$ cat src/rtl/rv32_types.sv
// rtl/rv32_types.sv - shared RV32 pipeline types, buffers and memory-stage states
package rv32_types;

  typedef logic [31:0] rv32_word;

  localparam rv32_word RV_NOP = 32'h0000_0013;

  typedef enum logic [3:0] {
    MEM_NONE = 4'd0,
    MEM_LB   = 4'd1,
    MEM_LH   = 4'd2,
    MEM_LW   = 4'd3,
    MEM_LBU  = 4'd4,
    MEM_LHU  = 4'd5,
    MEM_SB   = 4'd6,
    MEM_SH   = 4'd7,
    MEM_SW   = 4'd8
  } mem_op_t;

  typedef struct packed {
    logic    reg_write;
    logic [4:0] rd;
    mem_op_t mem_op;
  } decoded_instr_t;

  typedef struct packed {
    rv32_word       instr;
    rv32_word       pc;
    decoded_instr_t decoded_instr;
    rv32_word       mem_addr;
    rv32_word       wb_result;
  } exec_mem_buffer_t;

  typedef struct packed {
    rv32_word       instr;
    rv32_word       pc;
    decoded_instr_t decoded_instr;
    rv32_word       wb_result;
  } mem_wb_buffer_t;

  typedef logic [1:0] mem_state_t;

  localparam logic [1:0] MEM_IDLE = 2'd0;
  localparam logic [1:0] MEM_WAIT = 2'd1;
  localparam logic [1:0] MEM_HOLD = 2'd2;

  function automatic decoded_instr_t create_nop_ctrl();
    decoded_instr_t c;
    c.reg_write = 1'b0;
    c.rd        = 5'd0;
    c.mem_op    = MEM_NONE;
    return c;
  endfunction

endpackage

$ cat src/rtl/rv32_mem_stage_if.sv
// rtl/rv32_mem_stage_if.sv - data-memory request/response port of the memory stage
interface rv32_mem_stage_if;
  import rv32_types::*;

  logic     dmem_req_valid;
  logic     dmem_req_ready;
  rv32_word dmem_addr;
  logic     dmem_we;
  logic [3:0] dmem_be;
  rv32_word dmem_wdata;
  logic     dmem_rsp_valid;
  rv32_word dmem_rdata;

  modport master (
    output dmem_req_valid, dmem_addr, dmem_we, dmem_be, dmem_wdata,
    input  dmem_req_ready, dmem_rsp_valid, dmem_rdata
  );

  modport slave (
    input  dmem_req_valid, dmem_addr, dmem_we, dmem_be, dmem_wdata,
    output dmem_req_ready, dmem_rsp_valid, dmem_rdata
  );

endinterface

$ cat src/rtl/rv32_load_store_align.sv
// rtl/rv32_load_store_align.sv - byte-lane steering for stores, extraction/extension for loads
module rv32_load_store_align
  import rv32_types::*;
(
  input  mem_op_t    mem_op,
  input  logic [1:0] off,
  input  rv32_word   rs2,
  input  rv32_word   rdata,
  output logic [3:0] be,
  output rv32_word   wdata,
  output rv32_word   load_data,
  output logic       misaligned
);

  rv32_word   shifted;
  logic [7:0]  byte_v;
  logic [15:0] half_v;

  // Shift the addressed lane down to bit 0 so byte/half extraction is offset-free.
  assign shifted = rdata >> {off, 3'b000};
  assign byte_v  = shifted[7:0];
  assign half_v  = shifted[15:0];

  always_comb begin
    be         = 4'b1111;
    wdata      = rs2;
    load_data  = rdata;
    misaligned = 1'b0;
    case (mem_op)
      MEM_LB:  load_data = {{24{byte_v[7]}}, byte_v};
      MEM_LBU: load_data = {24'd0, byte_v};
      MEM_LH: begin
        load_data  = {{16{half_v[15]}}, half_v};
        misaligned = off[0];
      end
      MEM_LHU: begin
        load_data  = {16'd0, half_v};
        misaligned = off[0];
      end
      MEM_LW:  misaligned = |off;
      MEM_SB: begin
        be    = 4'b0001 << off;
        wdata = {4{rs2[7:0]}};
      end
      MEM_SH: begin
        be         = 4'b0011 << off;
        wdata      = {2{rs2[15:0]}};
        misaligned = off[0];
      end
      MEM_SW:  misaligned = |off;
      default: ;
    endcase
  end

endmodule

$ cat src/rtl/rv32_mem_stage.sv
// rtl/rv32_mem_stage.sv - RV32 memory stage: exec->mem buffer in, mem->wb buffer out
module rv32_mem_stage
  import rv32_types::*;
(
  input  logic             clk,
  input  logic             resetn,
  input  exec_mem_buffer_t exec_mem_buff,
  output mem_wb_buffer_t   mem_wb_buff,
  input  logic             stop,
  output logic             mem_stall,
  output rv32_word         wb_bypass,
  output logic             misaligned,
  rv32_mem_stage_if.master dmem
);

  localparam mem_wb_buffer_t MEM_WB_RESET = '{
    instr: RV_NOP, pc: 32'd0, decoded_instr: create_nop_ctrl(), wb_result: 32'd0
  };

  mem_state_t     state_q, state_d;
  mem_wb_buffer_t mem_wb_q, mem_wb_d;
  mem_wb_buffer_t hold_q, hold_d;
  logic           misaligned_q, misaligned_d;

  mem_op_t    op;
  logic       is_mem, is_store, align_err;
  logic [3:0] lane_be;
  rv32_word   lane_wdata, load_data;
  mem_wb_buffer_t pass_res, access_res, nop_res;

  assign op       = exec_mem_buff.decoded_instr.mem_op;
  assign is_mem   = (op != MEM_NONE);
  assign is_store = (op == MEM_SB) || (op == MEM_SH) || (op == MEM_SW);

  rv32_load_store_align u_align (
    .mem_op     (op),
    .off        (exec_mem_buff.mem_addr[1:0]),
    .rs2        (exec_mem_buff.wb_result),
    .rdata      (dmem.dmem_rdata),
    .be         (lane_be),
    .wdata      (lane_wdata),
    .load_data  (load_data),
    .misaligned (align_err)
  );

  always_comb begin
    pass_res.instr         = exec_mem_buff.instr;
    pass_res.pc            = exec_mem_buff.pc;
    pass_res.decoded_instr = exec_mem_buff.decoded_instr;
    pass_res.wb_result     = exec_mem_buff.wb_result;

    access_res           = pass_res;
    access_res.wb_result = is_store ? exec_mem_buff.wb_result : load_data;

    nop_res.instr         = RV_NOP;
    nop_res.pc            = exec_mem_buff.pc;
    nop_res.decoded_instr = create_nop_ctrl();
    nop_res.wb_result     = 32'd0;
  end

  // Request fields come straight from the held exec buffer, so they stay stable until accepted.
  assign dmem.dmem_addr  = {exec_mem_buff.mem_addr[31:2], 2'b00};
  assign dmem.dmem_we    = is_store;
  assign dmem.dmem_be    = lane_be;
  assign dmem.dmem_wdata = lane_wdata;

  always_comb begin
    state_d             = state_q;
    mem_wb_d            = mem_wb_q;
    hold_d              = hold_q;
    misaligned_d        = 1'b0;
    dmem.dmem_req_valid = 1'b0;
    mem_stall           = 1'b0;
    case (state_q)
      MEM_IDLE: begin
        if (!is_mem) begin
          if (!stop) mem_wb_d = pass_res;
        end else if (align_err) begin
          if (!stop) begin
            mem_wb_d     = nop_res;
            misaligned_d = 1'b1;
          end
        end else begin
          dmem.dmem_req_valid = 1'b1;
          mem_stall           = 1'b1;
          if (dmem.dmem_req_ready) state_d = MEM_WAIT;
        end
      end
      MEM_WAIT: begin
        mem_stall = !dmem.dmem_rsp_valid;
        if (dmem.dmem_rsp_valid) begin
          if (!stop) begin
            mem_wb_d = access_res;
            state_d  = MEM_IDLE;
          end else begin
            hold_d  = access_res;
            state_d = MEM_HOLD;
          end
        end
      end
      MEM_HOLD: begin
        if (!stop) begin
          mem_wb_d = hold_q;
          state_d  = MEM_IDLE;
        end
      end
      default: state_d = MEM_IDLE;
    endcase
  end

  always_ff @(posedge clk or negedge resetn) begin
    if (!resetn) begin
      state_q      <= MEM_IDLE;
      mem_wb_q     <= MEM_WB_RESET;
      hold_q       <= '0;
      misaligned_q <= 1'b0;
    end else begin
      state_q      <= state_d;
      mem_wb_q     <= mem_wb_d;
      hold_q       <= hold_d;
      misaligned_q <= misaligned_d;
    end
  end

  assign mem_wb_buff = mem_wb_q;
  assign wb_bypass   = mem_wb_q.wb_result;
  assign misaligned  = misaligned_q;

endmodule

$ cat src/flat_wrapper.sv
// flat-port wrapper written by rule: the top's interface ports become plain ports
module rv32_mem_stage_flat import rv32_types::*;
  (clk, resetn, exec_mem_buff, mem_wb_buff, stop, mem_stall, wb_bypass, misaligned, dmem_dmem_req_valid, dmem_dmem_addr, dmem_dmem_we, dmem_dmem_be, dmem_dmem_wdata, dmem_dmem_req_ready, dmem_dmem_rsp_valid, dmem_dmem_rdata);
  rv32_mem_stage_if dmem_i ();
  input  logic clk;
  input  logic resetn;
  input  exec_mem_buffer_t exec_mem_buff;
  output mem_wb_buffer_t mem_wb_buff;
  input  logic stop;
  output logic mem_stall;
  output rv32_word wb_bypass;
  output logic misaligned;
  output wire logic [$bits(dmem_i.dmem_req_valid)-1:0] dmem_dmem_req_valid;
  output wire logic [$bits(dmem_i.dmem_addr)-1:0] dmem_dmem_addr;
  output wire logic [$bits(dmem_i.dmem_we)-1:0] dmem_dmem_we;
  output wire logic [$bits(dmem_i.dmem_be)-1:0] dmem_dmem_be;
  output wire logic [$bits(dmem_i.dmem_wdata)-1:0] dmem_dmem_wdata;
  input wire logic [$bits(dmem_i.dmem_req_ready)-1:0] dmem_dmem_req_ready;
  input wire logic [$bits(dmem_i.dmem_rsp_valid)-1:0] dmem_dmem_rsp_valid;
  input wire logic [$bits(dmem_i.dmem_rdata)-1:0] dmem_dmem_rdata;
  assign dmem_dmem_req_valid = dmem_i.dmem_req_valid;
  assign dmem_dmem_addr = dmem_i.dmem_addr;
  assign dmem_dmem_we = dmem_i.dmem_we;
  assign dmem_dmem_be = dmem_i.dmem_be;
  assign dmem_dmem_wdata = dmem_i.dmem_wdata;
  assign dmem_i.dmem_req_ready = dmem_dmem_req_ready;
  assign dmem_i.dmem_rsp_valid = dmem_dmem_rsp_valid;
  assign dmem_i.dmem_rdata = dmem_dmem_rdata;
  rv32_mem_stage u_core (.clk(clk), .resetn(resetn), .exec_mem_buff(exec_mem_buff), .mem_wb_buff(mem_wb_buff), .stop(stop), .mem_stall(mem_stall), .wb_bypass(wb_bypass), .misaligned(misaligned), .dmem(dmem_i));
endmodule
$ cat config.mk
export PLATFORM = sky130hd
export DESIGN_NAME = rv32_mem_stage_flat
export DESIGN_NICKNAME = d
export VERILOG_FILES = /design/src/rtl/rv32_types.sv /design/src/rtl/rv32_mem_stage_if.sv /design/src/rtl/rv32_load_store_align.sv /design/src/rtl/rv32_mem_stage.sv /design/src/flat_wrapper.sv
export SDC_FILE = /design/constraint.sdc
export NUM_CORES = 1
export LEC_CHECK = 0
export ABC_CLOCK_PERIOD_IN_PS = 2700
export CAP_MARGIN = 20
export CORE_ASPECT_RATIO = 0.9
export CORE_MARGIN = 4
export CORE_UTILIZATION = 45
export DETAILED_ROUTE_END_ITERATION = 10
export PLACE_DENSITY_LB_ADDON = 0.25
export SLEW_MARGIN = 40
export SYNTH_ARGS = -nofsm -noshare
export SYNTH_HDL_FRONTEND = slang
export SYNTH_SLANG_ARGS = --single-unit
$ cat constraint.sdc
create_clock -name clk -period 2.7 [get_ports clk]
set_input_delay 0.54 -clock clk [delete_from_list [all_inputs] [get_ports clk]]
set_output_delay 0.54 -clock clk [all_outputs]
set_load 0.005 [all_outputs]
==> results.toml, run 1 <==
[outcome]
status = "complete, no violations"

[sta]
setup_viol = 0
fin_hold_ws_ps = 474
final.setup_skew_ps = 25.8
maxSlewViolCount = 0
relSlewSlack_pct = 50.0
setup_ws_ps = 30.0
hold_viol = 0
rsz0062_at_grt = "true"
fmax_mhz = 375
fin_crit_ps = 2670
tightest_slew_ps = 750
finalCritPeriodShare_pct = 98.9

[layout]
fin_nets = 1894
ff_latch_area_sq_um = 5380
layout-drive-gt1-share_pct = 13.3
multiInputGateArea_sq_um = 5520
synthToLayoutAreaGrowth_pct = 40.5
final_area_sq_um = 16800
fillers = 2180
utilization_pct = 64.4

[clock_network]
clkTransAtPathRegs_ps = 60
clk_latency_ps = 530
cts_made_buffers = 25
cts_tree = "built"
cts_max_level = 1
clock_sinks = 215
root_buffer = "clkbuf_16"
cts_buffer_depth = 3

[global_route]
grt-ovfl-total = 0
grtUsageMet3_pct = 4.78
met1_usage_pct = 40.6
grt_max_degree = 73
grt_pass1_vias = 11600
grt_pass1_wl_um = 67700
grt_usage_pct = 28.5
grt_use_met2_pct = 45.3
antenna_found_initial = 5
top_usage_layer = "met2"

[setup_path]
path_class = "input pin to primary output"
crit_fanout = 4
end_kind = "primary output"
critPathLaunchType = "input pin"
required_ps = 2160
r2r_slack_ps = 300
critPathArrivalTime_ps = 2130

[synth]
synth_top_area_share_pct = 44.3
yosysWarnings = 0
syn_area_sq_um = 12000
ys_ff_latch = 215
netlist_top_cells_area = "dfrtp_1 44%, nand2_1 11%, a21oi_1 5.7%"
synthArstFlopShare_pct = 100
synth-edff-count = 0
yosysMostFrequentCell = "nand2_1"
ys_types = 65
ys_top_cells_by_count = "335 x nand2_1, 212 x dfrtp_1, 137 x a21oi_1"
syn_avg_cell_area_sq_um = 8.48
synthCells = 1411
synth_top_cell_by_area = "dfrtp_1"
seq_area_frac_synth_pct = 45.0
synth-main-ff-cell = "dfrtp_1"

[drt]
antenna_left = 0
drt-pass1-iter-count = 6
num_vias = 12000
drc = 0
avgViaCountPerCell = 5.77
post_drt_wl_per_cell_um = 20.8
detail_route.iter0.violations = 1480
routed_wl_um = 43500

[die]
boundaryPins = 385
die_area_sq_um = 29300
die_h_um = 163
rows = 56
die_x_um = 180
core_sq_um = 26100
start_util_pct = 45.8

[placed_design]
globalplace.congestion = 0.965
io_buffers = 322
dp_hpwl_um = 30900
dp_slack_ps = -247
placed_area_sq_um = 15900

[power_and_ir_drop]
power_leakage_uw = 0.00742
p_total_uw = 19700
peakVddDrop_v = 0.000794
p_per_area_nw_per_um2 = 1170

[hold_path]
holdCritPathClass = "flop to flop"

[run]
drv_cap = 0
## cells by family (layout without fill, tap and decap cells)
family | Yosys count | in the layout | synth area share (%)
adder cells (fa/ha/maj) | 4 | 4 | 0.418
AO/OA/AOI/OAI | 413 | 413 | 23.0
flip-flops | 215 | 215 | 45.0
multiplexers | 33 | 33 | 2.96
buffers and inverters | 203 | 524 | 9.41
AND/OR/NAND/NOR | 542 | 542 | 19.2
other | 1 | 7 | 0.0313
## critical path, stage by stage
cell	delay [ps]
dlygate4sd2_1	270
buf_6	140
buf_4	130
buf_4	130
nor3_4	210
nand2_2	100
o211a_1	150
clkdlybuf4s50_1	470
## cell usage in the layout (no fill, tap or decap), types with 9 or more instances in the layout
master	count
a21oi_1	137
a221oi_1	17
a22oi_1	70
buf_12	22
buf_4	118
clkbuf_16	25
clkdlybuf4s50_1	294
dfrtp_1	212
dlygate4sd2_1	23
inv_1	11
mux2_2	9
mux2i_1	23
nand2_1	334
nand3_1	10
nor2_1	120
nor2b_1	11
o21a_1	18
o21ai_0	65
o221a_2	10
o221ai_1	16
or3_1	17
## report_power, final
part	internal [uW]	total [uW]	switching [uW]
Clock	2030	3390	1360
Combinational	5180	10300	5170
Sequential	4930	5970	1040
Total	12100	19700	7570
## path summary, 6_finish.rpt
| path | start | end | cells past startpoint |
|---|---|---|---|
| max reg2reg | u_core.state_q[1] | u_core.wb_bypass[2] | 7 |
| max in group asynchronous | resetn | u_core.hold_q[6] | 3 |
| min reg2reg | u_core.hold_q[51] | u_core.hold_q[51] | 2 |
| min | u_core.hold_q[51] | u_core.hold_q[51] | 2 |
| min in group asynchronous | resetn | u_core.mem_wb_buff[97] | 2 |
| max | exec_mem_buff[66] | dmem_dmem_req_valid | 8 |
## state kept, by name, summed over array words and instances (netlist names)
register,count
u_core.misaligned,1
u_core.mem_wb_buff,74
u_core.wb_bypass,32
u_core.state_q,2
u_core.hold_q,106
## layer usage
metal | vias to the layer above | wire length [um]
li1 | 5510 | -
met5 | - | 0
met1 | 5847 | 18300
met4 | 0 | 1230
met2 | 593 | 20500
met3 | 79 | 3460
## cell type report
type,instances,share of cell area (%)
multi-input combinational,994,32.8
timing repair buffer,467,27.5
antenna,5,0.0744
clock inverter,11,0.833
clock buffer,34,3.98
tap,348,2.59
sequential,215,32.0
inverter,12,0.268
## through the flow
step	instances	TNS, ps
after global placement	2025	-13360
after detailed placement	2025	-17930
after global routing	2086	-29.6
final	2086	0
after floorplan	1412	0
after CTS	2081	0
## what timing repair did
item | in CTS | in global routing
pin swaps | 0 | 2
resized for setup | 30 | 6
hold endpoints to repair | 55 | 0
hold buffers | 1 | 0
endpoints found under the setup margin | 31 | 11
setup buffers | 8 | 0
cloned | 2 | 0
Power figures use the tool's default switching activity.
==> run 2: changes to the inputs <==
Settings changed: ABC_CLOCK_PERIOD_IN_PS 2700 to 2400, CORE_UTILIZATION 45 to 44, CTS_BUF_LIST from default to sky130_fd_sc_hd__clkbuf_8.
Clock period 2.7 ns to 2.4 ns, I/O delays scaled along.
==> run 2 against run 1 <==
Global-route usage is 0.37 points lower; register-to-register slack got worse by 50 ps; hold slack worse by 19 ps; largest cell class unchanged; first-iteration DRC count decreased by 21%; flip-flop and latch count stayed put; critical path type unchanged; die area rose by 2.2%; sequential power up 12%.
==> results.toml, run 2 (same netlist as run 1, synthesis figures left out) <==
[sta]
fin_crit_ps = 2370
tightest_slew_ps = 740
setup_viol = 0
final.setup_skew_ps = 18.3
relSlewSlack_pct = 50.7
rsz0062_at_grt = "false"
maxSlewViolCount = 0
fin_hold_ws_ps = 455
hold_viol = 0
fmax_mhz = 422
finalCritPeriodShare_pct = 98.8

[hold_path]
holdCritPathClass = "input pin to flop"

[setup_path]
r2r_slack_ps = 250
critPathArrivalTime_ps = 1890
crit_fanout = 5
timing.rr.end = "u_core.wb_bypass[6]"
r2r_cells = 7
endpoint = "dmem_dmem_wdata[6]"
timing.critical_path.buf_inv = 4
path_delay_family = "buffers and inverters"
crit_cells = 4
critPathLaunchType = "input pin"
cp_cell_sequence = "clkdlybuf4s50_1 -> buf_4 -> buf_4 -> clkdlybuf4s50_1"
worstSetupStartpoint = "exec_mem_buff[6]"
path_class = "input pin to primary output"
r2r-start = "u_core.state_q[1]"
critPathMaxStageDelay_ps = 580
end_kind = "primary output"
slowest_stage = "clkdlybuf4s50_1"
required_ps = 1920

[die]
start_util_pct = 44.5
die_x_um = 182
core_sq_um = 26900
die_area_sq_um = 29900
rows = 57
die_h_um = 164
boundaryPins = 385

[global_route]
antenna_found_initial = 1
grt_pass1_wl_um = 67100
grt-ovfl-total = 0
grt_usage_pct = 28.1
grt_pass1_vias = 11700
grt_max_degree = 75

[drt]
maxUsedRoutingLayer = "met4"
met2WireLength_um = 20400
routed_wl_um = 43900
post_drt_wl_per_cell_um = 20.7
antenna_left = 0
drc = 0
met3WireLength_um = 3510
drt-pass1-iter-count = 6
detail_route.iter0.violations = 1174
routedLengthMet1_um = 18600
num_vias = 12000
avgViaCountPerCell = 5.69

[layout]
ff_latch_area_sq_um = 5380
utilization_pct = 62.3
fillers = 2320
synthToLayoutAreaGrowth_pct = 39.9
top_register = "u_core.hold_q"
final_cell_mix = "334 x nand2_1, 286 x clkdlybuf4s50_1, 212 x dfrtp_1"
fin_nets = 1917
layout-drive-gt1-share_pct = 14.8
instances_no_fill = 2117
largest_register_ffs = 106
multiInputGateArea_sq_um = 5540
final_common_cell = "nand2_1"

[power_and_ir_drop]
p_per_area_nw_per_um2 = 1290
power_leakage_uw = 0.00748
peakVddDrop_v = 0.00109

[placed_design]
globalplace.congestion = 0.963
dp_hpwl_um = 31200
dp_cells = 2037
io_buffers = 322

[outcome]
status = "complete, no violations"

[clock_network]
clock_sinks = 215
cts_made_buffers = 38
root_buffer = "clkbuf_8"
cts_max_level = 2
clkTransAtPathRegs_ps = 70
cts_tree = "built"
cts_buffer_depth = 3
clk_latency_ps = 520

[run]
drv_cap = 0
-- run 2: cell count changes in the layout (fill, tap and decap cells not counted), moves of 5 or more --
| cell | delta |
|---|---|
| clkdlybuf4s50_1 | -8 |
| clkbuf_8 | +46 |
| clkbuf_16 | -25 |
| clkinv_2 | -5 |
| buf_4 | +17 |
| dlygate4sd2_1 | +6 |
| buf_12 | -8 |
| inv_1 | +13 |
| clkbuf_1 | -8 |
-- run 2: worst min path at each step --
| stage | start | endpoint | cells after the start |
|---|---|---|---|
| 2_1_floorplan | resetn | u_core.hold_q[0] | 0 |
| 3_3_place_gp | resetn | u_core.mem_wb_buff[95] | 1 |
| 3_5_place_dp | resetn | u_core.mem_wb_buff[95] | 1 |
| 4_1_cts | resetn | u_core.mem_wb_buff[95] | 2 |
| 5_1_grt | exec_mem_buff[67] | u_core.misaligned | 3 |
| 6_report | exec_mem_buff[67] | u_core.misaligned | 3 |
-- run 2: report_power, final --
part | switching (uW) | internal (uW)
registers | 1170 | 5540
logic | 5820 | 5550
clock network | 1500 | 1980
total | 8490 | 13100
-- run 2: what timing repair did --
item                                    4_1_cts  5_1_grt
hold endpoints to repair                     47        0
endpoints found under the setup margin       34       14
hold buffers                                  1        0
pin swaps                                     1        1
cloned                                        1        0
resized for setup                            54       11
setup buffers                                13        0
-- run 2: metrics by stage --
step	total power, uW	setup TNS (ps)	instance area [sq um]	worst slack (ps)
after detailed placement	18100	-61370	15800	-623
after floorplan	13000	0	12000	64.5
final	21600	0	16700	28.0
after global placement	17700	-55950	15800	-661
after CTS	21700	0	16800	1.13
after global routing	23100	0	16700	25.9
-- run 2: area by class of cell --
type                       count  share of cell area, %
inverter                      12                  0.269
clock buffer                  47                   3.86
sequential                   215                   32.2
clock inverter                17                  0.762
antenna                        1                 0.0149
timing repair buffer         477                   27.2
tap                          354                   2.65
multi-input combinational    994                   33.1
-- run 2: worst reg2reg max path, delay by kind of cell, from the launching register on --
family | cells | cell delay (ps)
and+or+nand+nor | 2 | 570
DFF | 1 | 370
AOI/OAI and AO/OA | 2 | 400
adders and majority gates | 1 | 470
buffers and inverters | 2 | 240
-- run 2: layer usage --
layer | global-route usage, % | up-vias
li1 | - | 5558
met1 | 38.3 | 5845
met2 | 44.2 | 535
met3 | 7.16 | 100
met4 | 9.24 | 0
met5 | 0 | -
==> run 3: changes to the inputs <==
Settings changed: CORE_UTILIZATION 44 to 43, SYNTH_HIERARCHICAL from default to 1.
==> run 3 against run 2 <==
Synthesized cell count fell by 20%; critical path depth increased by 2; sequential power decreased by 4.0%; the flow now finishes with violations (setup timing); core utilization is 0.98 points lower; die area up 0.99%; via count shrank 14%.
==> results.toml, run 3 <==
[die]
boundaryPins = 385
die_h_um = 165
core_sq_um = 27000
rows = 57
die_x_um = 183
start_util_pct = 43.7
die_area_sq_um = 30200

[power_and_ir_drop]
p_total_uw = 20100
peakVddDrop_v = 0.000825
power_leakage_uw = 0.00719
p_per_area_nw_per_um2 = 1210

[setup_path]
path_class = "input pin to primary output"
critPathLaunchType = "input pin"
critPathArrivalTime_ps = 1920
cp_cell_sequence = "clkdlybuf4s15_2 -> buf_6 -> nand3b_4 -> buf_4 -> mux2_2 -> clkdlybuf4s50_1"
critPathMaxStageDelay_ps = 460
end_kind = "primary output"
slowest_stage = "clkdlybuf4s50_1"
crit_fanout = 10
required_ps = 1920

[outcome]
violations = "setup timing"
status = "finished, violations left"

[synth]
yosysMostFrequentCell = "dfrtp_1"
synth-edff-count = 0
seq_area_frac_synth_pct = 45.5
synth-main-ff-cell = "dfrtp_1"
ys_top_cells_by_count = "212 x dfrtp_1, 132 x mux2_2, 113 x a21oi_1"
synth_top_cell_by_area = "dfrtp_1"
synth_top_area_share_pct = 44.9
ys_ff_latch = 215
ys_types = 57
yosysWarnings = 6
syn_area_sq_um = 11800
netlist_top_cells_area = "dfrtp_1 45%, mux2_2 13%, a22oi_1 6.3%"
syn_avg_cell_area_sq_um = 10.4
synthArstFlopShare_pct = 100
synthCells = 1134

[sta]
rsz0062_at_grt = "true"
fin_crit_ps = 2400
maxSlewViolCount = 0
final.setup_skew_ps = 31.0
finalCritPeriodShare_pct = 100
tightest_slew_ps = 662
relSlewSlack_pct = 55.7
hold_viol = 0
fmax_mhz = 417
fin_setup_tns_ps = -0.775
setup_ws_ps = -0.775
setup_viol = 1

[placed_design]
dp_hpwl_um = 28500
globalplace.congestion = 0.929
placed_area_sq_um = 15600
dp_cells = 1741
io_buffers = 322

[layout]
final_common_cell = "clkdlybuf4s50_1"
fillers = 2301
final_area_sq_um = 16600
layout-drive-gt1-share_pct = 24.2
largest_register_ffs = 106
final_cell_mix = "294 x clkdlybuf4s50_1, 212 x dfrtp_1, 132 x mux2_2"
diodes = 0
top_register = "u_core/hold_q"
fin_nets = 1616
instances_no_fill = 1822
synthToLayoutAreaGrowth_pct = 40.2
utilization_pct = 61.3

[clock_network]
cts_made_buffers = 40
clkTransAtPathRegs_ps = 70
clock_sinks = 215
cts_max_level = 2
cts_buffer_depth = 3
clk_latency_ps = 550
root_buffer = "clkbuf_8"
cts_tree = "built"

[global_route]
grt_max_degree = 77
grt-ovfl-total = 0
grt_pass1_vias = 10700
antenna_found_initial = 2
grt_usage_pct = 26.0
grt_pass1_wl_um = 62200

[drt]
num_vias = 10400
antenna_left = 0
drc = 0
routed_wl_um = 40300
post_drt_wl_per_cell_um = 22.1
detail_route.iter0.violations = 692
avgViaCountPerCell = 5.71
drt-pass1-iter-count = 5

[run]
drv_cap = 0

[hold_path]
holdCritPathClass = "input pin to flop"
run 3: cell count changes after synthesis, moves of 14 or more:
| cell | previous run | this run |
|---|---|---|
| a221oi_1 | 17 | 3 |
| inv_1 | 11 | 35 |
| a21oi_1 | 137 | 113 |
| a22oi_1 | 70 | 99 |
| mux2i_1 | 23 | 50 |
| clkbuf_1 | 70 | 50 |
| a31oi_1 | 6 | 33 |
| nand2_1 | 335 | 49 |
| o21a_1 | 18 | 1 |
| mux2_2 | 9 | 132 |
| nor2_1 | 120 | 43 |
| or3_1 | 17 | 0 |
run 3: area by class of cell:
type / instances / area [sq um] / area share [%]
sequential: 215 / 5380 / 32.5
clock buffer: 54 / 743 / 4.49
multi-input combinational: 709 / 5370 / 32.4
timing repair buffer: 436 / 4410 / 26.6
tap: 354 / 443 / 2.67
inverter: 36 / 135 / 0.816
clock inverter: 18 / 86.3 / 0.521
run 3: path summary, 6_finish.rpt:
kind	from	slack (ps)	end	cells past startpoint
worst max-delay path	exec_mem_buff[65]	-0.8	dmem_dmem_wdata[20]	6
worst min-delay path	exec_mem_buff[0]	440	u_core/wb_bypass[0]	4
worst max register to register	u_core/state_q[0]	270	u_core/mem_wb_buff[88]	6
worst min register to register	u_core/hold_q[10]	480	u_core/hold_q[10]	2
max in group asynchronous	resetn	1220	u_core/wb_bypass[9]	3
min in group asynchronous	resetn	460	u_core/mem_wb_buff[73]	2
run 3: power by group:
group	switching, uW	internal (uW)
clock	1600	2020
sequential	1050	5390
combinational	4720	5290
total	7370	12700
run 3: cell families (layout without fill, tap and decap cells):
kind of cell,after synthesis,count (layout),share of synthesized area (%)
simple gates,133,133,5.84
flops,215,215,45.5
mux,183,183,17.0
other cells,1,2,0.0317
buf+inv,211,544,9.94
compound gates,388,388,21.3
fa+ha+maj,3,3,0.318
run 3: per-layer routing:
| metal | vias up | track usage [%] | wire, um |
|---|---|---|---|
| met5 | - | 0 | 11 |
| met4 | 2 | 7.62 | 1080 |
| met3 | 89 | 6.92 | 3360 |
| met2 | 419 | 41.8 | 18900 |
| met1 | 5182 | 34.9 | 17000 |
| li1 | 4716 | - | - |
run 3: critical path: cells and delay by family:
family / cells / cell delay (ps)
mux: 1 / 350
simple gates: 1 / 100
buf+inv: 4 / 990
run 3: metrics by stage:
step / hold slack, ps / setup WS [ps]
2_1_floorplan: 184 / 16.9
3_3_place_gp: 420 / -645
3_5_place_dp: 427 / -649
4_1_cts: 448 / 0.907
5_1_grt: 448 / -33.0
6_report: 437 / -0.775
run 3: repair_timing:
| action | CTS | global route |
|---|---|---|
| hold buffers | 1 | 0 |
| buffers inserted | 7 | 1 |
| gates resized for setup | 56 | 5 |
| pin swaps | 4 | 2 |
| setup endpoints to repair | 33 | 17 |
| hold endpoints to repair | 44 | 0 |
